**src/rtl/rst_seq_gen.sv**
```systemverilog
// -----------------------------------------------------------------------------
// rst_seq_gen
//
// Reset/run sequencer. After rst_n is released it holds every downstream
// channel reset asserted for HOLD_CYCLES, then releases the NUM_CH channel
// resets one at a time, STAGE_GAP cycles apart, in bit order. Once the last
// channel is out of reset it counts a RUN_CYCLES window and raises a sticky
// done flag. A soft_rst_req pulse restarts the whole sequence from HOLD.
//
// Ports
//   clk           in   1       system clock, rising edge
//   rst_n         in   1       synchronous active-low reset (highest priority)
//   soft_rst_req  in   1       synchronous restart request, same effect as reset
//   ch_rst_n      out  NUM_CH  per-channel active-low reset, bit k released k-th
//   all_released  out  1       high once every ch_rst_n bit is 1
//   run_cnt       out  CNT_W   cycles elapsed in the run window
//   done          out  1       sticky: run window complete
//   state         out  2       debug: 0=HOLD 1=RELEASE 2=RUN 3=DONE
//
// All outputs come straight from flops. Counters compare against their
// terminal value before incrementing, so they never wrap.
// -----------------------------------------------------------------------------
module rst_seq_gen #(
    parameter int NUM_CH      = 4,
    parameter int HOLD_CYCLES = 100,
    parameter int STAGE_GAP   = 8,
    parameter int RUN_CYCLES  = 10,
    parameter int CNT_W       = 16
) (
    input  logic              clk,
    input  logic              rst_n,
    input  logic              soft_rst_req,
    output logic [NUM_CH-1:0] ch_rst_n,
    output logic              all_released,
    output logic [CNT_W-1:0]  run_cnt,
    output logic              done,
    output logic [1:0]        state
);

    // ch_idx must be able to hold NUM_CH (it steps past the last channel).
    localparam int IDX_W = $clog2(NUM_CH + 1);

    typedef enum logic [1:0] {
        ST_HOLD    = 2'd0,
        ST_RELEASE = 2'd1,
        ST_RUN     = 2'd2,
        ST_DONE    = 2'd3
    } state_t;

    state_t             state_r;
    state_t             state_nx_s;
    logic [CNT_W-1:0]   cnt_r;
    logic [CNT_W-1:0]   cnt_nx_s;
    logic [IDX_W-1:0]   ch_idx_r;
    logic [IDX_W-1:0]   ch_idx_nx_s;
    logic [NUM_CH-1:0]  ch_rst_n_r;
    logic [NUM_CH-1:0]  ch_rst_n_nx_s;
    logic               all_released_r;
    logic               all_released_nx_s;
    logic [CNT_W-1:0]   run_cnt_r;
    logic [CNT_W-1:0]   run_cnt_nx_s;
    logic [CNT_W-1:0]   run_inc_s;
    logic               done_r;
    logic               done_nx_s;
    logic               restart_s;

    // Hard reset and soft restart collapse to the same restart condition.
    always_comb begin
        restart_s = (~rst_n) | soft_rst_req;
        run_inc_s = run_cnt_r + {{(CNT_W-1){1'b0}}, 1'b1};
    end

    // Next-state and next-output decode; every register holds by default.
    always_comb begin
        state_nx_s        = state_r;
        cnt_nx_s          = cnt_r;
        ch_idx_nx_s       = ch_idx_r;
        ch_rst_n_nx_s     = ch_rst_n_r;
        all_released_nx_s = all_released_r;
        run_cnt_nx_s      = run_cnt_r;
        done_nx_s         = done_r;

        case (state_r)
            ST_HOLD: begin
                if (cnt_r == CNT_W'(HOLD_CYCLES - 1)) begin
                    ch_rst_n_nx_s[0] = 1'b1;
                    cnt_nx_s         = {CNT_W{1'b0}};
                    ch_idx_nx_s      = IDX_W'(1);
                    if (NUM_CH == 1) begin
                        // Single channel: the first release is also the last.
                        all_released_nx_s = 1'b1;
                        state_nx_s        = ST_RUN;
                    end else begin
                        state_nx_s = ST_RELEASE;
                    end
                end else begin
                    cnt_nx_s = cnt_r + {{(CNT_W-1){1'b0}}, 1'b1};
                end
            end

            ST_RELEASE: begin
                if (cnt_r == CNT_W'(STAGE_GAP - 1)) begin
                    for (int k = 0; k < NUM_CH; k++) begin
                        if (ch_idx_r == IDX_W'(k)) begin
                            ch_rst_n_nx_s[k] = 1'b1;
                        end else begin
                            ch_rst_n_nx_s[k] = ch_rst_n_r[k];
                        end
                    end
                    cnt_nx_s    = {CNT_W{1'b0}};
                    ch_idx_nx_s = ch_idx_r + {{(IDX_W-1){1'b0}}, 1'b1};
                    if (ch_idx_r == IDX_W'(NUM_CH - 1)) begin
                        // all_released rises on the same edge as the last bit.
                        all_released_nx_s = 1'b1;
                        state_nx_s        = ST_RUN;
                    end else begin
                        state_nx_s = ST_RELEASE;
                    end
                end else begin
                    cnt_nx_s = cnt_r + {{(CNT_W-1){1'b0}}, 1'b1};
                end
            end

            ST_RUN: begin
                run_cnt_nx_s = run_inc_s;
                if (run_inc_s == CNT_W'(RUN_CYCLES)) begin
                    done_nx_s  = 1'b1;
                    state_nx_s = ST_DONE;
                end else begin
                    state_nx_s = ST_RUN;
                end
            end

            ST_DONE: begin
                state_nx_s = ST_DONE;
            end

            default: begin
                state_nx_s = ST_HOLD;
            end
        endcase
    end

    // Sequencer registers; restart returns everything to the HOLD start point.
    always_ff @(posedge clk) begin
        if (restart_s) begin
            state_r        <= ST_HOLD;
            cnt_r          <= {CNT_W{1'b0}};
            ch_idx_r       <= {IDX_W{1'b0}};
            ch_rst_n_r     <= {NUM_CH{1'b0}};
            all_released_r <= 1'b0;
            run_cnt_r      <= {CNT_W{1'b0}};
            done_r         <= 1'b0;
        end else begin
            state_r        <= state_nx_s;
            cnt_r          <= cnt_nx_s;
            ch_idx_r       <= ch_idx_nx_s;
            ch_rst_n_r     <= ch_rst_n_nx_s;
            all_released_r <= all_released_nx_s;
            run_cnt_r      <= run_cnt_nx_s;
            done_r         <= done_nx_s;
        end
    end

    // Outputs are taken directly from the registers.
    always_comb begin
        ch_rst_n     = ch_rst_n_r;
        all_released = all_released_r;
        run_cnt      = run_cnt_r;
        done         = done_r;
        state        = state_r;
    end

endmodule

```
**config.mk**
```make
export PLATFORM = sky130hd
export DESIGN_NAME = rst_seq_gen
export DESIGN_NICKNAME = d
export VERILOG_FILES = /design/src/rtl/rst_seq_gen.sv
export SDC_FILE = /design/constraint.sdc
export NUM_CORES = 1
export LEC_CHECK = 0
export CAP_MARGIN = 20
export CORE_ASPECT_RATIO = 0.75
export CORE_UTILIZATION = 53
export CTS_CLUSTER_DIAMETER = 50
export DETAILED_ROUTE_END_ITERATION = 6
export PLACE_DENSITY = 0.76
export SLEW_MARGIN = 10
export SYNTH_ARGS = -nofsm -noshare
export SYNTH_HDL_FRONTEND = slang
export SYNTH_SLANG_ARGS = --single-unit
```
**constraint.sdc**
```tcl
create_clock -name clk -period 3 [get_ports clk]
set_clock_uncertainty 0.2 [all_clocks]
set_input_delay 0.3 -clock clk [delete_from_list [all_inputs] [get_ports clk]]
set_output_delay 0.3 -clock clk [all_outputs]
set_load 0.02 [all_outputs]
```
==> Word level (Yosys, flattened, before mapping) <==
Cells that the tools add are included.
{ "word_totals": {"output_inout_bits": 24, "mem_count": 0, "latchBits": 0, "mem_bits_ro": 0, "regBits": 42, "ramBits": 0} }
{ "op_classes": {"mul": 0, "eq_ne": 12, "n_reduce_logical": 10, "muxes": 15, "n_addsub": 3, "shifts": 0, "n_bitwise": 2, "div_mod_pow": 0, "magnitude_cmp": 0} }
{ "op_table": {"columns": ["op", "n"], "rows": [
  ["$add 16x1->16 const B", 2],
  ["$mux 16", 2],
  ["$pmux 16 s2", 1],
  ["$eq 16x3->1 const B", 1],
  ["$eq 16x4->1 const B", 1],
  ["$eq 16x7->1 const B", 1],
  ["$reduce_and 3->1", 4],
  ["$pmux 2 s4", 1],
  ["$eq 3x2->1 const B", 2],
  ["$mux 2", 3],
  ["$mux 3", 2],
  ["$ne 2x2->1 const B", 3],
  ["$pmux 3 s2", 1],
  ["$eq 2x2->1 const B", 2],
  ["$mux 1", 4],
  ["$reduce_and 2->1", 2],
  ["$reduce_and 4->1", 1],
  ["$add 3x1->3 const B", 1],
  ["$eq 3x1->1 const B", 1],
  ["$logic_not 3->1", 1],
  ["$eq 2x1->1 const B", 1],
  ["$logic_not 2->1", 1],
  ["$pmux 1 s2", 1],
  ["$reduce_bool 2->1", 1],
  ["other kinds (2)", 2]
]} }

==> Longest topological paths before layout <==
{ "logic_depth": {"word_depth": 4, "depth_mapped": 8} }

==> Worst setup path before layout <==
OpenSTA, ideal clock, no wires.
{ "synth_path": {"path_kind": "register to register", "start": "reg run_cnt_r[0], in the netlist run_cnt[0]", "end": "reg state_r[0], in the netlist state[0]", "path_slack_ns": 0.836, "arrival_time_ns": 1.907, "n_path_buf": 1, "synth_period_minus_slack_ns": 2.164, "stages_incl_launch_ff": 9, "cell_sequence": "dfxtp_1 -> ha_1 -> buf_2 -> nand3_2 -> nor4_2 -> xnor2_1 -> nand3_2 -> o41ai_2 -> a21o_1"} }
{ "synth_via": {"elab_chain_len": 4} }
{ "synth_rtl": {"columns": ["element", "line_no", "source"], "rows": [
  ["from (decl)", "60", "logic [CNT_W-1:0] run_cnt_r;"],
  ["from (signal assigned)", "152", "run_cnt_r <= {CNT_W{1'b0}};"],
  ["from (signal assigned)", "160", "run_cnt_r <= run_cnt_nx_s;"],
  ["$add 16x1->16", "70", "run_inc_s = run_cnt_r + {{(CNT_W-1){1'b0}}, 1'b1};"],
  ["$eq 16x4->1", "126", "if (run_inc_s == CNT_W'(RUN_CYCLES)) begin"],
  ["$mux 1", "126", null],
  ["$pmux 2 s4", "83", "case (state_r)"],
  ["to (signal assigned)", "155", "state_r <= state_nx_s;"],
  ["to (decl)", "50", "state_t state_r;"]
]} }
Every way passes these cells.
A chain may end at the register's enable or synchronous reset.

==> Worst setup path in the final report <==
{ "layout_path": {"start": "reg run_cnt_r[0], in the netlist run_cnt[0]", "end": "reg done_r, in the netlist done"} }
{ "layout_via": {"elab_chain_len": 3} }
{ "layout_rtl": {"columns": ["element", "line_no", "source"], "rows": [
  ["$add 16x1->16", "70", null],
  ["$eq 16x4->1", "126", null],
  ["$reduce_and 2->1 (no line)", null, null],
  ["to (signal assigned)", "161", "done_r <= done_nx_s;"],
  ["to (decl)", "63", "logic done_r;"]
]} }
Every way passes these cells.

==> metrics <==
clk buf depth 2; dominant synthesized flop cell dfxtp_1; sequential power share roughly three fifths; Slowest-stage cell, CP dfxtp_1; max-slew violation count 0; LEAKAGE 0.0008645 uW; Die Wd between 70 and 80 um; Vias per Instance between 5 and 6; Multi-input gate area roughly 1200 um^2; setup_tns 0 ns; Power Density 363.9 nW/um^2; Hold Buf Count CTS 0; dpl hpwl 3022 um; TritonCTS Buffers 5; Switch Pwr just under 200 uW; CTS resizes 0; element type at the critical path end register; Core Region roughly 3800 um^2; Period Utilization, post-route 75.43%; Slew @ Worst Pin between 0.4 and 0.5 ns; Max VDD drop between 200 and 300 uV; Post-Place Cell Area 2455 um^2; commonest non-fill, non-tap cell in the layout nor2_1; Synth Register Bits 42; Area growth syn-to-layout 16.26%; Syn Area/Cell 8.708 um^2; Rows 19; largest net degree at the start of global routing 24; syn_nets between 200 and 300; Starting Density between 50% and 60%; Final Hold Fails 0; FMAX 0.4419 GHz; Clk pwr share between 30% and 40%; clk slew on worst S/H paths 0.07 ns; most frequent cells in the layout nor2_1 (45), dfxtp_1 (42), clkdlybuf4s50_1 (26); Worst-Skew Late Latency around 0.3 ns; CP delay by family, top simple AND/OR/NAND/NOR gates; setup slack after layout between 0.7 and 0.8 ns; H-tree levels 2; ant diodes 0; Int Pwr between 700 and 800 uW; Placed Instances 321; All-Layer GR Usage a little over a fifth; Comb power frac approximately 2%; arrival time at the worst endpoint 2.30 ns; Reg area about 840 um^2; kind of critical path reg2reg; worst path cell trace ha_1, nand3_2, nor4_2, xnor2_1, nand3_2, nor4_1, o21a_1; Post-synth ARST share 0%; Clock Tree Root clkbuf_8; top-area cell type share of the netlist area approximately two fifths; Port Buffers 26; vias in the first global route ~1500; GP Congestion roughly 0.9; average wire per standard cell ~13 um; Post-synth EDFFs 0; I/O pin count 27; DRT iter0 DRCs approximately 160; Place WS 0.7814 ns; CP bufs+invs 0; warnings from Yosys 0; design area approximately 2500 um^2; Cells after Synth 250; Total Wirelength 4147 um; most frequent CP cell nand3_2; Min Clock Period, post-route about 2.3 ns; count of different cell masters after synthesis 51; Final setup viols 0; R2R Setup Slk between 0.7 and 0.8 ns; CTS tree yes; share of layout cells above drive strength 1 roughly 8.7%; Fillers 330; via count 1769; fin cells around 330; Die ar. 4371 um^2; DRT antenna net count 0; Largest stage delay, worst path between 0.4 and 0.5 ns; largest cells by area after synthesis dfxtp_1 (39%), xor2_1 (8.9%), nor2_1 (7.8%), xnor2_1 (5.2%), ha_1 (4.6%); # DRC 0; Max-Cap Viols 0; Setup crit start kind register; final net count ~290; RSZ-0062 raised after global routing false; first-pass GRT wire length slightly above 7000 um; initial antenna violation count 0; Setup Buffers After CTS 0; status finished clean; Min-Delay Path Class reg2reg; Sink Count 42; slew margin rel. between 60% and 70%; TritonRoute pass-1 iters 4; CP max FO 8; hold slack ~0.28 ns; Die H ~58 um; top cell type by total area after synthesis dfxtp_1; area of the mapped netlist around 2200 um^2; sequential share of the synthesized area 38.62%; CP required 3.04 ns; Sw Share a little over a fifth; total gr overflow 0
[sequential cells by signal (all words and copies together), names as in the netlist]
| name | cells |
|---|---|
| ch_idx_r | 3 |
| ch_rst_n | 4 |
| cnt_r | 16 |
| done | 1 |
| run_cnt | 16 |
| state | 2 |
[area by class of cell]
cell class | count | share of cell area (%)
Multi-Input combinational cell | 192 | 49.28
Clock buffer | 7 | 3.015
Tap cell | 52 | 2.570
Sequential cell | 42 | 33.22
Timing Repair Buffer | 28 | 10.87
Inverter | 7 | 1.038
[cell families (layout without fill, tap and decap cells)]
group / after synthesis / in the layout / synth area share (%)
flip-flops: 42 / 42 / 38.62
adder cells (fa/ha/maj): 8 / 8 / 4.598
XOR/XNOR: 35 / 35 / 14.08
AO/OA/AOI/OAI: 29 / 29 / 8.908
multiplexers: 1 / 1 / 0.4598
AND/OR/NAND/NOR: 119 / 119 / 29.25
buffers and inverters: 16 / 42 / 4.080
[cells in the mapped netlist, types with 3 or more instances]
cell type,instances
inv_1,7
nor4_1,5
nand3_1,12
nor3_1,6
and3_1,7
nand4_1,5
dfxtp_1,42
nor2_1,45
xor2_1,22
nand2_1,16
nand3_2,3
xnor2_1,13
a21oi_1,8
o21ai_0,5
ha_1,8
[worst paths after layout]
path                           startpoint  depth (start not counted)                end
setup / recovery  run_cnt[0]$_SDFFE_PP0P_                          7  done$_SDFFE_PP0P_
hold / removal          done$_SDFFE_PP0P_                          1  done$_SDFFE_PP0P_
setup reg to reg  run_cnt[0]$_SDFFE_PP0P_                          7  done$_SDFFE_PP0P_
hold reg to reg         done$_SDFFE_PP0P_                          1  done$_SDFFE_PP0P_
[routing by layer]
metal	vias up	global-route usage (%)	share of wire [%]
met5	-	0	0
met4	0	9.615	1.5
met3	7	5.120	4.5
met2	44	27.92	38
met1	810	31.09	56
li1	908	-	-
[per-stage QoR]
stage               util, %  total power [uW]
global placement      64.54             590.4
finish                66.55             921.1
floorplan                 -             585.1
CTS                   66.55             929.1
global route          66.55             953.4
detailed placement    64.54             591.0
[power groups by stage]
stage               clock network [uW]  registers, uW  logic [uW]
floorplan                            0            572        12.9
global placement                     0            572        18.0
detailed placement                   0            573        18.5
CTS                                351            559        18.4
global route                       373            559        20.6
finish                             343            560        18.1
No activity file was read; power rests on OpenSTA's default activity.
